$ cat src/rtl/debug_pkg.sv
// Shared types for the multi-hart debug run-control engine.
package debug_pkg;

  typedef enum logic [2:0] {
    HART_RUNNING,
    HART_HALT_PEND,
    HART_HALTED,
    HART_RESUME_PEND,
    HART_RESET_PEND
  } hart_run_state_t;

  typedef struct packed {
    logic halted;
    logic running;
    logic resumeack;
    logic havereset;
    logic unavail;
  } hart_status_t;

endpackage

$ cat src/rtl/debug_hart_fsm.sv
// Per-hart run-control FSM: halt/resume/reset handshakes with ack timeout and sticky status flags.
module debug_hart_fsm
  import debug_pkg::*;
#(
  parameter int ACK_TIMEOUT = 255
) (
  input  logic         clk,
  input  logic         rst_n,
  input  logic         haltreq_i,
  input  logic         resumereq_i,
  input  logic         hartreset_i,
  input  logic         ackhavereset_i,
  input  logic         halt_ack_i,
  input  logic         resume_ack_i,
  input  logic         reset_ack_i,
  output logic         hart_halt_o,
  output logic         hart_resume_o,
  output logic         hart_reset_o,
  output hart_status_t status_o
);

  localparam int TIMER_W = $clog2(ACK_TIMEOUT + 1);

  hart_run_state_t    state_q, state_d;
  logic [TIMER_W-1:0] timer_q, timer_d, timer_inc;
  logic               halt_q, halt_d;
  logic               resume_q, resume_d;
  logic               reset_q, reset_d;
  logic               resumeack_q, resumeack_d;
  logic               havereset_q, havereset_d;
  logic               unavail_q, unavail_d;
  logic               timeout;

  assign timer_inc = timer_q + 1'b1;
  assign timeout   = (timer_inc == TIMER_W'(ACK_TIMEOUT));

  always_comb begin
    state_d     = state_q;
    timer_d     = timer_q;
    halt_d      = 1'b0;
    resume_d    = 1'b0;
    reset_d     = 1'b0;
    resumeack_d = resumeack_q;
    havereset_d = havereset_q;
    unavail_d   = unavail_q;

    // A reset completion later in this block overrides this clear.
    if (ackhavereset_i) havereset_d = 1'b0;

    if (hartreset_i) begin
      state_d = HART_RESET_PEND;
      reset_d = 1'b1;
      timer_d = '0;
    end else begin
      unique case (state_q)
        HART_RUNNING: begin
          if (haltreq_i) begin
            state_d = HART_HALT_PEND;
            halt_d  = 1'b1;
            timer_d = '0;
          end
        end
        HART_HALT_PEND: begin
          if (halt_ack_i) begin
            state_d   = HART_HALTED;
            unavail_d = 1'b0;
          end else if (timeout) begin
            state_d   = HART_RUNNING;
            unavail_d = 1'b1;
          end else begin
            halt_d  = 1'b1;
            timer_d = timer_inc;
          end
        end
        HART_HALTED: begin
          if (resumereq_i && !haltreq_i) begin
            state_d     = HART_RESUME_PEND;
            resume_d    = 1'b1;
            resumeack_d = 1'b0;
            timer_d     = '0;
          end
        end
        HART_RESUME_PEND: begin
          if (resume_ack_i) begin
            state_d     = HART_RUNNING;
            resumeack_d = 1'b1;
            unavail_d   = 1'b0;
          end else if (timeout) begin
            state_d   = HART_HALTED;
            unavail_d = 1'b1;
          end else begin
            resume_d = 1'b1;
            timer_d  = timer_inc;
          end
        end
        HART_RESET_PEND: begin
          // Reached only once hartreset has been released.
          if (reset_ack_i) begin
            state_d     = HART_RUNNING;
            havereset_d = 1'b1;
            resumeack_d = 1'b0;
            unavail_d   = 1'b0;
          end else if (timeout) begin
            state_d   = HART_RUNNING;
            unavail_d = 1'b1;
          end else begin
            timer_d = timer_inc;
          end
        end
        default: state_d = HART_RUNNING;
      endcase
    end
  end

  always_ff @(posedge clk or negedge rst_n) begin
    if (!rst_n) begin
      state_q     <= HART_RUNNING;
      timer_q     <= '0;
      halt_q      <= 1'b0;
      resume_q    <= 1'b0;
      reset_q     <= 1'b0;
      resumeack_q <= 1'b0;
      havereset_q <= 1'b1;
      unavail_q   <= 1'b0;
    end else begin
      state_q     <= state_d;
      timer_q     <= timer_d;
      halt_q      <= halt_d;
      resume_q    <= resume_d;
      reset_q     <= reset_d;
      resumeack_q <= resumeack_d;
      havereset_q <= havereset_d;
      unavail_q   <= unavail_d;
    end
  end

  assign hart_halt_o        = halt_q;
  assign hart_resume_o      = resume_q;
  assign hart_reset_o       = reset_q;
  assign status_o.halted    = (state_q == HART_HALTED);
  assign status_o.running   = (state_q == HART_RUNNING) || (state_q == HART_HALT_PEND);
  assign status_o.resumeack = resumeack_q;
  assign status_o.havereset = havereset_q;
  assign status_o.unavail   = unavail_q;

endmodule

$ cat src/rtl/debug_hart_run_ctrl.sv
// Multi-hart run control: hart selection decode, request fan-out to per-hart FSMs, dmstatus aggregation.
module debug_hart_run_ctrl
  import debug_pkg::*;
#(
  parameter int NUM_HARTS   = 4,
  parameter int HARTSEL_W   = 5,
  parameter int ACK_TIMEOUT = 255
) (
  input  logic                 clk,
  input  logic                 rst_n,
  input  logic [HARTSEL_W-1:0] hartsel,
  input  logic                 hasel,
  input  logic [NUM_HARTS-1:0] hamask,
  input  logic                 haltreq,
  input  logic                 resumereq,
  input  logic                 hartreset,
  input  logic                 ackhavereset,
  input  logic [NUM_HARTS-1:0] hart_halt_ack,
  input  logic [NUM_HARTS-1:0] hart_resume_ack,
  input  logic [NUM_HARTS-1:0] hart_reset_ack,
  output logic [NUM_HARTS-1:0] hart_halt,
  output logic [NUM_HARTS-1:0] hart_resume,
  output logic [NUM_HARTS-1:0] hart_reset,
  output logic                 st_anyhalted,
  output logic                 st_allhalted,
  output logic                 st_anyrunning,
  output logic                 st_allrunning,
  output logic                 st_anyresumeack,
  output logic                 st_allresumeack,
  output logic                 st_anyhavereset,
  output logic                 st_allhavereset,
  output logic                 st_anyunavail,
  output logic                 st_allunavail,
  output logic                 st_nonexistent
);

  logic [NUM_HARTS-1:0] onehot, sel;
  logic                 sel_any;
  logic [NUM_HARTS-1:0] halted_v, running_v, resumeack_v, havereset_v, unavail_v;
  hart_status_t         status [NUM_HARTS];

  // Ids at or beyond NUM_HARTS decode to no hart at all.
  always_comb begin
    onehot = '0;
    for (int i = 0; i < NUM_HARTS; i++) begin
      onehot[i] = (int'(hartsel) == i);
    end
  end

  assign sel            = onehot | (hasel ? hamask : '0);
  assign sel_any        = |sel;
  assign st_nonexistent = (int'(hartsel) >= NUM_HARTS);

  for (genvar g = 0; g < NUM_HARTS; g++) begin : g_hart
    debug_hart_fsm #(
      .ACK_TIMEOUT(ACK_TIMEOUT)
    ) u_fsm (
      .clk            (clk),
      .rst_n          (rst_n),
      .haltreq_i      (haltreq & sel[g]),
      .resumereq_i    (resumereq & sel[g]),
      .hartreset_i    (hartreset & sel[g]),
      .ackhavereset_i (ackhavereset & sel[g]),
      .halt_ack_i     (hart_halt_ack[g]),
      .resume_ack_i   (hart_resume_ack[g]),
      .reset_ack_i    (hart_reset_ack[g]),
      .hart_halt_o    (hart_halt[g]),
      .hart_resume_o  (hart_resume[g]),
      .hart_reset_o   (hart_reset[g]),
      .status_o       (status[g])
    );

    assign halted_v[g]    = status[g].halted;
    assign running_v[g]   = status[g].running;
    assign resumeack_v[g] = status[g].resumeack;
    assign havereset_v[g] = status[g].havereset;
    assign unavail_v[g]   = status[g].unavail;
  end

  // all* requires at least one selected hart; unselected harts are masked to 1.
  assign st_anyhalted    = |(halted_v & sel);
  assign st_allhalted    = sel_any & (&(halted_v | ~sel));
  assign st_anyrunning   = |(running_v & sel);
  assign st_allrunning   = sel_any & (&(running_v | ~sel));
  assign st_anyresumeack = |(resumeack_v & sel);
  assign st_allresumeack = sel_any & (&(resumeack_v | ~sel));
  assign st_anyhavereset = |(havereset_v & sel);
  assign st_allhavereset = sel_any & (&(havereset_v | ~sel));
  assign st_anyunavail   = |(unavail_v & sel);
  assign st_allunavail   = sel_any & (&(unavail_v | ~sel));

endmodule

$ cat config.mk
export PLATFORM = sky130hd
export DESIGN_NAME = debug_hart_run_ctrl
export DESIGN_NICKNAME = d
export VERILOG_FILES = /design/src/rtl/debug_pkg.sv /design/src/rtl/debug_hart_fsm.sv /design/src/rtl/debug_hart_run_ctrl.sv
export SDC_FILE = /design/constraint.sdc
export NUM_CORES = 1
export LEC_CHECK = 0
export CORE_ASPECT_RATIO = 2
export CORE_MARGIN = 3
export CORE_UTILIZATION = 45
export CTS_CLUSTER_SIZE = 12
export DETAILED_ROUTE_END_ITERATION = 8
export DONT_BUFFER_PORTS = 1
export MAX_ROUTING_LAYER = met4
export REMOVE_ABC_BUFFERS = 1
export SYNTH_ARGS = -nofsm -noshare
export SYNTH_HDL_FRONTEND = slang
export SYNTH_SLANG_ARGS = --single-unit
$ cat constraint.sdc
create_clock -name clk -period 4.81 [get_ports clk]
set_clock_uncertainty 0.1 [all_clocks]
set_input_delay 0.2405 -clock clk [delete_from_list [all_inputs] [get_ports clk]]
set_output_delay 0.2405 -clock clk [all_outputs]
set_load 0.01 [all_outputs]
==> run metrics <==
Synth Area in Compound Gates=0.274; post-route clock period utilization=0.549; initial antenna violation count=0; P_int=between 1 and 1.5 mW; DR pass1 iterations=6; #FFs+latches synth=approximately 70; Area after DPL=between 4000 and 5000 sq um; setup TNS=0 ns; adder-cell share of the synthesized area=0.0213; CTS tree=built; final setup vio count=0; Main synth FF type=dfrtp_1; Post-synth EDFFs=0; CTS Root Cell=clkbuf_16; final cell count without fillers=between 600 and 700; row count=52; Synth Area in Simple Gates=0.257; Post-DRT Antenna Nets=0; TritonCTS Buffers=9; ratio of cells with drive above 1 in the final layout=0.0747; I/O Buffers=0; FMAX=between 300 and 400 MHz; worst path arrival time=about 2.8 ns; RSZ-0062 raised after global routing=false; Layout Utilization=0.508; routed len/inst=18.6 um; Slew Limit Fails=0; Die ar.=approximately 12,000 sq um; Net count, final=between 500 and 600; xor/xnor share of the synthesized area=0.00932; clock slew at reported path FFs=around 0.060 ns; synthesized area=4700 sq um; H-tree levels=3; Syn-to-layout area delta=9.74%; setup ws final=roughly 2.2 ns; Seq/Total Area, Yosys=0.363; Final Instance Area=~5200 sq um; pre-CTS setup slack=~2.4 ns; multi-input logic area=about 2700 sq um; diode count=0; final WL=between 10,000 and 15,000 um; Critical Path RT=~4.9 ns; Die Wd=78.3 um; min-delay worst type=input port to flip-flop; reg2reg setup slack=between 2 and 2.5 ns; Vias=about 4,400; I/O pins=between 50 and 60; post-CTS setup buffers=0; Initial Util=0.463; synth unique cells=between 70 and 80; switch share=0.315; routed vias/inst=approximately 6.2; syn avg cell area=a little over 8 sq um; GP Congestion=between 0.9 and 1; final hold vios=0; Seq. cell area=~1700 sq um; PD cells=between 300 and 400 nW/um^2; max cap viols=0; combinational group share of total power=0.211; largest net degree at the start of global routing=between 60 and 70; sequential share of power=0.382; clk_lat worst skew=~0.33 ns; min cycle time layout=2.64 ns; crit end category=flip-flop; DR iter-0 viols=approximately 280; Synth Instances=571; Worst Tran Pin Value=approximately 1.1 ns; GR Util All Layers=0.238; overall power consumption=around 1.9 mW; GRT overflow=0; status=finished, final reports clean; Core Area=10,100 sq um; Clock Sinks=a little under 70; vias in the first global route=roughly 4,400; slew margin rel.=0.286; share of async-settable or async-resettable flops after synthesis=1.00; Worst IR Drop VDD=~0.23 mV; CP Max Fanout=6; Die Span Y=between 150 and 200 um; mux share of post-synthesis cell area=0.0157; yosys warns=0; Pleak=roughly 2.1 nW; largest family of logic cells by synthesized area=compound AO/OA/AOI/OAI gates; Hold Slack=0.0175 ns; DP Cell Count=around 670; detailed placement HPWL=about 9600 um; P_sw=0.614 mW; WS Path Type=flip-flop to flip-flop; # fillers=approximately 1,000; CTS Buffer Depth=2; first-pass GRT wire length=approximately 22,000 um; clock share of power=0.407; Worst setup SP type=flip-flop; DR DRC count=0
-- placed cells by master (no fill, tap or decap), types with 6 or more instances in the layout --
master and instances:
ha_1 8, dlygate4sd3_1 9, nor3_1 23, nor2b_1 15, a22oi_1 15, o21ai_0 26, o21ai_1 14, o21a_1 7
nand2_1 57, nand2b_1 18, inv_1 23, a22o_1 8, nor2_1 51, nand3_1 28, nor4_1 6, a21o_1 6
o31ai_1 8, clkbuf_16 9, a21oi_1 33, dfrtp_1 64, o22ai_1 17, or3_1 7
-- registers in the layout, summed over array words and instances, names as in the netlist --
| register | count |
|---|---|
| g_hart.u_fsm.hart_halt_o | 4 |
| g_hart.u_fsm.hart_reset_o | 4 |
| g_hart.u_fsm.hart_resume_o | 4 |
| g_hart.u_fsm.havereset_q | 4 |
| g_hart.u_fsm.resumeack_q | 4 |
| g_hart.u_fsm.state_q | 12 |
| g_hart.u_fsm.timer_q | 32 |
| g_hart.u_fsm.unavail_q | 4 |
-- path summary, 6_finish.rpt --
kind	to	start	depth (start not counted)
setup reg to reg	g_hart[1].u_fsm.state_q[2]$_DFFE_PN0P_	g_hart[1].u_fsm.timer_q[1]$_DFFE_PN0P_	7
hold / removal	g_hart[2].u_fsm.state_q[2]$_DFFE_PN0P_	hartreset	2
max in group asynchronous	g_hart[1].u_fsm.havereset_q$_DFF_PN1_	rst_n	2
hold reg to reg	g_hart[0].u_fsm.timer_q[7]$_DFFE_PN0P_	g_hart[0].u_fsm.timer_q[7]$_DFFE_PN0P_	1
min in group asynchronous	g_hart[3].u_fsm.state_q[2]$_DFFE_PN0P_	rst_n	2
setup / recovery	g_hart[1].u_fsm.state_q[2]$_DFFE_PN0P_	g_hart[1].u_fsm.timer_q[1]$_DFFE_PN0P_	7
-- cells in the mapped netlist, drive strengths merged (3+ instances only) --
master | instances | area share
o21a | 8 | 0.014
nand4 | 5 | 0.0067
o22a | 5 | 0.0093
nor2 | 51 | 0.041
inv | 25 | 0.020
a21boi | 3 | 0.0048
nand2b | 18 | 0.024
nor3b | 5 | 0.0080
nand2 | 58 | 0.047
o31ai | 9 | 0.015
a31oi | 5 | 0.0067
o22ai | 17 | 0.023
o41ai | 3 | 0.0056
nor3 | 24 | 0.027
mux2i | 4 | 0.0085
nor4b | 4 | 0.0075
o21ai | 42 | 0.048
buf | 16 | 0.025
a32oi | 3 | 0.0072
ha | 8 | 0.021
or2 | 4 | 0.0053
nor2b | 15 | 0.020
dfrtp | 64 | 0.34
a32o | 5 | 0.011
or4 | 3 | 0.0056
nand3 | 28 | 0.030
dfstp | 4 | 0.022
a22oi | 15 | 0.024
a21o | 6 | 0.0096
a21oi | 34 | 0.037
clkbuf | 19 | 0.015
a22o | 8 | 0.015
nor4 | 6 | 0.0080
xor2 | 3 | 0.0056
or3 | 8 | 0.012
o211ai | 5 | 0.0080
mux2 | 3 | 0.0072
and3 | 3 | 0.0040
-- logic make-up after synthesis --
group / after synthesis
buffers and inverters: 60
adder cells (fa/ha/maj): 8
XOR/XNOR: 5
AND/OR/NAND/NOR: 238
AO/OA/AOI/OAI: 185
multiplexers: 7
flip-flops: 68
-- area by class of cell --
| class | count | share of cell area |
|---|---|---|
| Clock inverter | 5 | 0.0206 |
| Clock buffer | 11 | 0.0490 |
| Tap cell | 135 | 0.0328 |
| Multi-Input combinational cell | 443 | 0.526 |
| Timing Repair Buffer | 10 | 0.0228 |
| Inverter | 25 | 0.0182 |
| Sequential cell | 68 | 0.331 |
-- per-layer routing --
| layer | share of wire | track usage | routed length (um) | up-vias |
|---|---|---|---|---|
| li1 | - | - | - | 2076 |
| met1 | 0.37 | 0.240 | 4760 | 2130 |
| met2 | 0.54 | 0.430 | 7050 | 116 |
| met3 | 0.056 | 0.0539 | 722 | 31 |
| met4 | 0.033 | 0.112 | 422 | 0 |
| met5 | 0 | - | 0 | - |
-- worst max-delay path: stages, from the launching register on --
cell and delay [ns]:
dfrtp_1 0.42, ha_1 0.23, nand3_1 0.20, or3_1 0.39
a21boi_1 0.30, and3_1 0.26, o31ai_1 0.07, dlygate4sd3_1 0.56
-- what timing repair did --
action,4_1_cts,5_1_grt
gates resized for setup,0,0
hold endpoints to repair,76,0
hold buffers,10,0
-- power by group through the flow --
stage,clock (mW),sequential [mW],combinational [mW]
floorplan,0,0.722,0.307
global placement,0,0.748,0.380
detailed placement,0,0.751,0.389
CTS,0.809,0.741,0.413
global route,0.832,0.757,0.467
finish,0.793,0.744,0.412
Power figures use the tool's default switching activity.
